$ cat src/rtl/alu_scheduler_pkg.sv
// -----------------------------------------------------------------------------
// alu_scheduler_pkg
//   Shared definitions for the ALU scheduler: default ALU word width, the
//   FUNC_* opcodes understood by the shared ALU, and the scheduler state type.
//   No ports; imported by alu_scheduler and rr_arbiter2.
// -----------------------------------------------------------------------------
package alu_scheduler_pkg;

  // Default ALU word width; wide operations are twice this.
  localparam int DEFAULT_WORD = 16;

  // ALU function codes.
  localparam logic [3:0] FUNC_ADD = 4'h0;  // a + b + carry_in
  localparam logic [3:0] FUNC_SUB = 4'h1;  // a - b - carry_in, carry_out = borrow
  localparam logic [3:0] FUNC_AND = 4'h2;
  localparam logic [3:0] FUNC_OR  = 4'h3;
  localparam logic [3:0] FUNC_XOR = 4'h4;

  // Scheduler sequencing states.
  typedef enum logic [1:0] {
    ST_IDLE = 2'd0,
    ST_LO   = 2'd1,
    ST_HI   = 2'd2,
    ST_RESP = 2'd3
  } sched_state_t;

endpackage

$ cat src/rtl/alu_scheduler_rr_arbiter2.sv
// -----------------------------------------------------------------------------
// rr_arbiter2
//   Two-way round-robin arbiter, purely combinational. The priority pointer
//   register is owned by the instantiating block.
//   Ports:
//     req_i   [1:0]  request vector (bit N = requester N)
//     ptr_i          requester that wins when both request
//     grant_o [1:0]  one-hot grant (all zero when nobody requests)
// -----------------------------------------------------------------------------
module rr_arbiter2
  import alu_scheduler_pkg::*;
(
  input  logic [1:0] req_i,
  input  logic       ptr_i,
  output logic [1:0] grant_o
);

  genvar gi;
  generate
    for (gi = 0; gi < 2; gi++) begin : g_grant
      localparam logic SELF = 1'(gi);
      // Win if requesting and either the other side is quiet or the pointer
      // favours this side.
      assign grant_o[gi] = req_i[gi] & (~req_i[1-gi] | (ptr_i == SELF));
    end
  endgenerate

endmodule

$ cat src/rtl/alu_scheduler.sv
// -----------------------------------------------------------------------------
// alu_scheduler
//   Shares one combinational WORD-bit ALU between two requesters. Narrow
//   operations take one ALU pass; wide (2*WORD) operations take two passes,
//   low word then high word, with the carry chained through a register.
//   Only one operation is in flight at a time.
//   Ports:
//     clk, rst                      clock, asynchronous active-high reset
//     reqN_valid/ready              request handshake (ready = 1-cycle accept)
//     reqN_opcode/wide/a/b          request payload (narrow uses a/b low word)
//     resp_valid/ready              response handshake
//     resp_id/result/carry          response payload, held until accepted
//     alu_inA/inB/opcode/carry_in   shared ALU inputs (0 when not in use)
//     alu_result/carry_out          shared ALU outputs (combinational)
// -----------------------------------------------------------------------------
module alu_scheduler
  import alu_scheduler_pkg::*;
#(
  parameter int WORD = DEFAULT_WORD
) (
  input  logic              clk,
  input  logic              rst,
  // requester 0
  input  logic              req0_valid,
  output logic              req0_ready,
  input  logic [3:0]        req0_opcode,
  input  logic              req0_wide,
  input  logic [2*WORD-1:0] req0_a,
  input  logic [2*WORD-1:0] req0_b,
  // requester 1
  input  logic              req1_valid,
  output logic              req1_ready,
  input  logic [3:0]        req1_opcode,
  input  logic              req1_wide,
  input  logic [2*WORD-1:0] req1_a,
  input  logic [2*WORD-1:0] req1_b,
  // response
  output logic              resp_valid,
  input  logic              resp_ready,
  output logic              resp_id,
  output logic [2*WORD-1:0] resp_result,
  output logic              resp_carry,
  // shared ALU
  output logic [WORD-1:0]   alu_inA,
  output logic [WORD-1:0]   alu_inB,
  output logic [3:0]        alu_opcode,
  output logic              alu_carry_in,
  input  logic [WORD-1:0]   alu_result,
  input  logic              alu_carry_out
);

  sched_state_t      state_q;
  logic              ptr_q;
  logic              id_q;
  logic              wide_q;
  logic [WORD-1:0]   a_hi_q;
  logic [WORD-1:0]   b_hi_q;
  logic [2*WORD-1:0] result_q;
  logic              carry_q;
  logic              resp_valid_q;
  logic [WORD-1:0]   alu_a_q;
  logic [WORD-1:0]   alu_b_q;
  logic [3:0]        alu_op_q;
  logic              alu_cin_q;

  logic [1:0]        grant;
  logic              sel_id;
  logic [3:0]        sel_op;
  logic              sel_wide;
  logic [2*WORD-1:0] sel_a;
  logic [2*WORD-1:0] sel_b;

  rr_arbiter2 u_arb (
    .req_i   ({req1_valid, req0_valid}),
    .ptr_i   (ptr_q),
    .grant_o (grant)
  );

  // Payload of the granted requester (grant is one-hot).
  assign sel_id   = grant[1];
  assign sel_op   = sel_id ? req1_opcode : req0_opcode;
  assign sel_wide = sel_id ? req1_wide   : req0_wide;
  assign sel_a    = sel_id ? req1_a      : req0_a;
  assign sel_b    = sel_id ? req1_b      : req0_b;

  // Accept strobe only while idle; forced low while reset is held so every
  // output reads 0 during reset even if requesters keep valid asserted.
  assign req0_ready = (state_q == ST_IDLE) & ~rst & grant[0];
  assign req1_ready = (state_q == ST_IDLE) & ~rst & grant[1];

  // Response payload is presented only while the response is valid.
  assign resp_valid  = resp_valid_q;
  assign resp_id     = resp_valid_q & id_q;
  assign resp_carry  = resp_valid_q & carry_q;
  assign resp_result = resp_valid_q ? result_q : '0;

  assign alu_inA      = alu_a_q;
  assign alu_inB      = alu_b_q;
  assign alu_opcode   = alu_op_q;
  assign alu_carry_in = alu_cin_q;

  // The ALU input registers are loaded one edge ahead of the pass that uses
  // them, so the ALU sees stable registered operands for the whole LO/HI cycle.
  always_ff @(posedge clk or posedge rst) begin
    if (rst) begin
      state_q      <= ST_IDLE;
      ptr_q        <= 1'b0;
      id_q         <= 1'b0;
      wide_q       <= 1'b0;
      a_hi_q       <= '0;
      b_hi_q       <= '0;
      result_q     <= '0;
      carry_q      <= 1'b0;
      resp_valid_q <= 1'b0;
      alu_a_q      <= '0;
      alu_b_q      <= '0;
      alu_op_q     <= '0;
      alu_cin_q    <= 1'b0;
    end else begin
      case (state_q)
        ST_IDLE: begin
          if (|grant) begin
            id_q      <= sel_id;
            wide_q    <= sel_wide;
            a_hi_q    <= sel_a[2*WORD-1:WORD];
            b_hi_q    <= sel_b[2*WORD-1:WORD];
            result_q  <= '0;
            carry_q   <= 1'b0;
            alu_a_q   <= sel_a[WORD-1:0];
            alu_b_q   <= sel_b[WORD-1:0];
            alu_op_q  <= sel_op;
            alu_cin_q <= 1'b0;
            state_q   <= ST_LO;
          end
        end

        ST_LO: begin
          result_q[WORD-1:0] <= alu_result;
          carry_q            <= alu_carry_out;
          if (wide_q) begin
            // Set up the high pass; opcode stays, carry is chained.
            alu_a_q   <= a_hi_q;
            alu_b_q   <= b_hi_q;
            alu_cin_q <= alu_carry_out;
            state_q   <= ST_HI;
          end else begin
            alu_a_q      <= '0;
            alu_b_q      <= '0;
            alu_op_q     <= '0;
            alu_cin_q    <= 1'b0;
            resp_valid_q <= 1'b1;
            state_q      <= ST_RESP;
          end
        end

        ST_HI: begin
          result_q[2*WORD-1:WORD] <= alu_result;
          carry_q                 <= alu_carry_out;
          alu_a_q                 <= '0;
          alu_b_q                 <= '0;
          alu_op_q                <= '0;
          alu_cin_q               <= 1'b0;
          resp_valid_q            <= 1'b1;
          state_q                 <= ST_RESP;
        end

        ST_RESP: begin
          if (resp_ready) begin
            resp_valid_q <= 1'b0;
            // Hand priority to the requester that was not just served.
            ptr_q        <= ~id_q;
            state_q      <= ST_IDLE;
          end
        end

        default: state_q <= ST_IDLE;
      endcase
    end
  end

endmodule

$ cat config.mk
export PLATFORM = sky130hd
export DESIGN_NAME = alu_scheduler
export DESIGN_NICKNAME = d
export VERILOG_FILES = /design/src/rtl/alu_scheduler_pkg.sv /design/src/rtl/alu_scheduler_rr_arbiter2.sv /design/src/rtl/alu_scheduler.sv
export SDC_FILE = /design/constraint.sdc
export NUM_CORES = 1
export LEC_CHECK = 0
export ABC_AREA = 1
export CAP_MARGIN = 0
export CORE_MARGIN = 2
export CORE_UTILIZATION = 45
export DETAILED_ROUTE_END_ITERATION = 8
export GPL_TIMING_DRIVEN = 0
export PLACE_DENSITY = 0.79
export SETUP_SLACK_MARGIN = 0.05
export SLEW_MARGIN = 30
export SYNTH_ARGS = -nofsm -noshare
export SYNTH_HDL_FRONTEND = slang
export SYNTH_HIERARCHICAL = 1
export SYNTH_SLANG_ARGS = --single-unit
$ cat constraint.sdc
create_clock -name clk -period 4.5 [get_ports clk]
set_input_delay 0.9 -clock clk [delete_from_list [all_inputs] [get_ports clk]]
set_output_delay 0.9 -clock clk [all_outputs]
set_load 0.05 [all_outputs]
==> summary.md <==
- final antenna-violating net count: 0
- net count after synthesis: 1,095
- combined global-route utilization of all metal layers: 26.3%
- pre-CTS setup slack: 0.372 ns
- post-route clock skew: 0.00774 ns
- fraction of post-synthesis cell area in the top cell type by area: 44.8%
- average size of a mapped cell: 6.50 um2
- Final min period: 4.15 ns
- Port Buffer Count: 233
- areal power density over the cells: 670 nW/um2
- master cell of the clock root buffer: sky130_fd_sc_hd__clkbuf_16
- launch point of the worst hold path: alu_inA[2]
- hold path cells: 2
- RePlAce Congestion: 0.866
- number of violations of the max-capacitance limit: 0
- clk_lat worst skew: 0.35 ns
- async set-or-reset flop fraction in the synthesized netlist: 100%
- total CTS buffers: 9
- kind of cell with the highest combined delay on the critical path: buffers and inverters
- clock transition time at the flip-flop clock pins of the worst setup and hold paths: 0.07 ns
- Die Area: 14,300 um2
- number of clock sinks: 108
- cell accounting for the most synthesized area: sky130_fd_sc_hd__dfrtp_1
- crit path buf inv count: 5
- via/cell ratio: 4.69
- critical-path cell with the highest stage delay: sky130_fd_sc_hd__clkdlybuf4s50_1
- post-detailed-route wirelength per cell: 13.6 um
- number of nets in the layout: 1,343
- Worst Path Required: 3.60 ns
- run status: complete, no violations
- Overflow after GRT: 0
- post-CTS sizing: 0
- Netlist cell types: 20
- top-level I/O count: 234
- normalized max-slew margin: 57.9%
- worst hold-check slack: 0.480 ns
- count of H-tree levels built during CTS: 3
- Critical Path, Cell by Cell: clkdlybuf4s50_1 -> nand2_1 -> nand2_1 -> buf_4 -> inv_2 -> clkbuf_1 -> nor3_1 -> clkdlybuf4s50_1
- period utilisation layout: 92.2%
- Hold Crit Endpoint: alu_inA[2]
- f_max: 241 MHz
- commonest cells in the netlist: 534 x sky130_fd_sc_hd__nand2_1, 110 x sky130_fd_sc_hd__inv_1, 108 x sky130_fd_sc_hd__dfrtp_1
- Crit Reg-Reg Startpoint: state_q[0]
- worst-case clock buffer depth: 2
- R2R Path End: alu_inA[0]
- worst voltage drop across the vdd grid: 0.000338 V
- dominant synthesized flop cell: sky130_fd_sc_hd__dfrtp_1
- synth top area cells: sky130_fd_sc_hd__dfrtp_1 45%, sky130_fd_sc_hd__nand2_1 33%, sky130_fd_sc_hd__nand3_1 7.1%
- CTS tree: built
- largest stage delay on the critical path: 0.83 ns
- register bit total from synthesis: 108
- flop2flop setup slack: 2.24 ns
- Non-Filler Instances: 1,358
- Final setup violation count: 0
- critical path endpoint category: output port
- detailed-router iteration count before antenna repair: 5
- antenna violations before repair: 1
- Placed Instances: 1,341
- synthesized instance count: 928
- maximum number of pins on one net before global-route repair: 30
- share of final-layout standard cells stronger than drive strength 1: 4.40%
- Post-Syn Area: 6030 um2
- Chip Width: 120 um
- layout-stage area growth over the synthesis result: 49.4%
- Worst Path Max Fanout: 10
- setup repair after global routing missed its margin: no
- count of fill cells added during filler insertion: 1,164
- Final Routed Wirelength: 18,500 um
- Yosys Warn Count: 6
- starting density of the core: 45.7%
- vias in the first global route: 6,094
- final worst setup slack: 0.352 ns
- number of flops mapped to enable cells by yosys: 0
- wire length of the first global-routing pass: 29,900 um
- cells on worst reg2reg path: 9
- leakage power of the design: 0.00505 uW
- fin. max-slew vios: 0
- worst min-delay path class: register to register
- worst endpoint data arrival time: 3.25 ns
- post-DP HPWL: 14,400 um
- via count: 6,371
- path type of the worst setup path: input port to output port
- final hold violation count: 0
- transition at the pin with the smallest max-transition slack: 0.632 ns
- instance count on the critical path: 8
- post-CTS setup-driven buffer insertion count: 0
- core area: 13,200 um2
- count of routing violations after the opening detailed-route iteration: 504
- post-cts hold buffer count: 0
- category of the worst setup path launch point: input port
- Die Ht: 120 um
- most frequently used cell type in the post-synthesis netlist: sky130_fd_sc_hd__nand2_1
- number of core rows: 42
- DRC: 0
- sequential area share after synthesis: 44.8%
[how the worst max path moves through the flow]
stage	start	endpoint	slack, ns
2_1_floorplan	rst	req0_ready	0.76
3_3_place_gp	rst	req0_ready	-0.96
3_5_place_dp	req1_valid	req1_ready	0.37
4_1_cts	req1_valid	req1_ready	0.37
5_1_grt	req1_valid	req1_ready	0.28
6_report	req1_valid	req1_ready	0.35
[logic make-up after synthesis]
family	Yosys count	share of synthesized area [%]
and+or+nand+nor	634	41.4
buffers and inverters	163	10.8
DFF	108	44.8
AOI/OAI and AO/OA	16	1.58
adders and majority gates	7	1.45
[cell type report]
class | count | area, um2 | share of cell area (%)
Sequential cell | 108 | 2700 | 30.0
Multi-Input combinational cell | 657 | 2680 | 29.7
Timing Repair Buffer | 237 | 2430 | 26.9
Inverter | 114 | 432 | 4.79
Clock buffer | 10 | 239 | 2.65
Buffer | 49 | 223 | 2.47
Tap cell | 176 | 220 | 2.44
Clock inverter | 6 | 87.6 | 0.972
Antenna cell | 1 | 2.50 | 0.0278
[cell usage in the layout, fill, tap and decap left out, types with 3 or more instances in the layout]
| master | instances |
|---|---|
| sky130_fd_sc_hd__clkdlybuf4s50_1 | 233 |
| sky130_fd_sc_hd__a21oi_1 | 3 |
| sky130_fd_sc_hd__nand3_1 | 85 |
| sky130_fd_sc_hd__inv_2 | 4 |
| sky130_fd_sc_hd__o21ai_0 | 10 |
| sky130_fd_sc_hd__buf_2 | 22 |
| sky130_fd_sc_hd__nor2_1 | 12 |
| sky130_fd_sc_hd__dfrtp_1 | 108 |
| sky130_fd_sc_hd__clkbuf_16 | 9 |
| sky130_fd_sc_hd__nand2_1 | 534 |
| sky130_fd_sc_hd__ha_1 | 7 |
| sky130_fd_sc_hd__clkinvlp_4 | 4 |
| sky130_fd_sc_hd__buf_1 | 3 |
| sky130_fd_sc_hd__inv_1 | 109 |
| sky130_fd_sc_hd__clkbuf_1 | 22 |
[registers in the layout, indices dropped and copies added (netlist names)]
signal / cells
id_q: 1
alu_inB: 16
ptr_q: 1
state_q: 2
alu_carry_in: 1
wide_q: 1
b_hi_q: 16
resp_valid: 1
result_q: 32
carry_q: 1
a_hi_q: 16
alu_inA: 16
alu_opcode: 4
[report_power, final]
group          total (uW)  switching, uW  internal [uW]  leakage, uW
Combinational        3550           2390           1150      0.00351
Clock                 870            367            503     0.000151
Sequential           1620            235           1380      0.00138
Total                6040           3000           3040      0.00505
[metrics by stage]
stage	total power [uW]	util, %	instance area (um2)	setup TNS, ns
final	6040	68.3	9010	0
after global routing	6490	68.3	9010	0
after CTS	6050	68.3	9010	0
after detailed placement	5180	65.8	8680	0
after global placement	5110	65.1	8590	-0.955
after floorplan	3980	-	6040	0
[worst reg2reg max path: stages (launching register included)]
cell                      delay [ns]
sky130_fd_sc_hd__dfrtp_1        0.49
sky130_fd_sc_hd__inv_1          0.15
sky130_fd_sc_hd__ha_1           0.34
sky130_fd_sc_hd__inv_1          0.09
sky130_fd_sc_hd__buf_2          0.26
sky130_fd_sc_hd__buf_1          0.47
sky130_fd_sc_hd__nand3_1        0.20
sky130_fd_sc_hd__nand2_1        0.09
sky130_fd_sc_hd__nand2_1        0.05
sky130_fd_sc_hd__nand2_1        0.06
[layer usage]
layer / vias up / GRT usage, % / share of wire (%)
met2: 238 / 42.8 / 46
met3: 39 / 5.47 / 6.7
met4: 0 / 10.1 / 3.0
li1: 3243 / - / -
met5: - / 0 / 0
met1: 2851 / 34.6 / 44
Power figures use the tool's default switching activity.
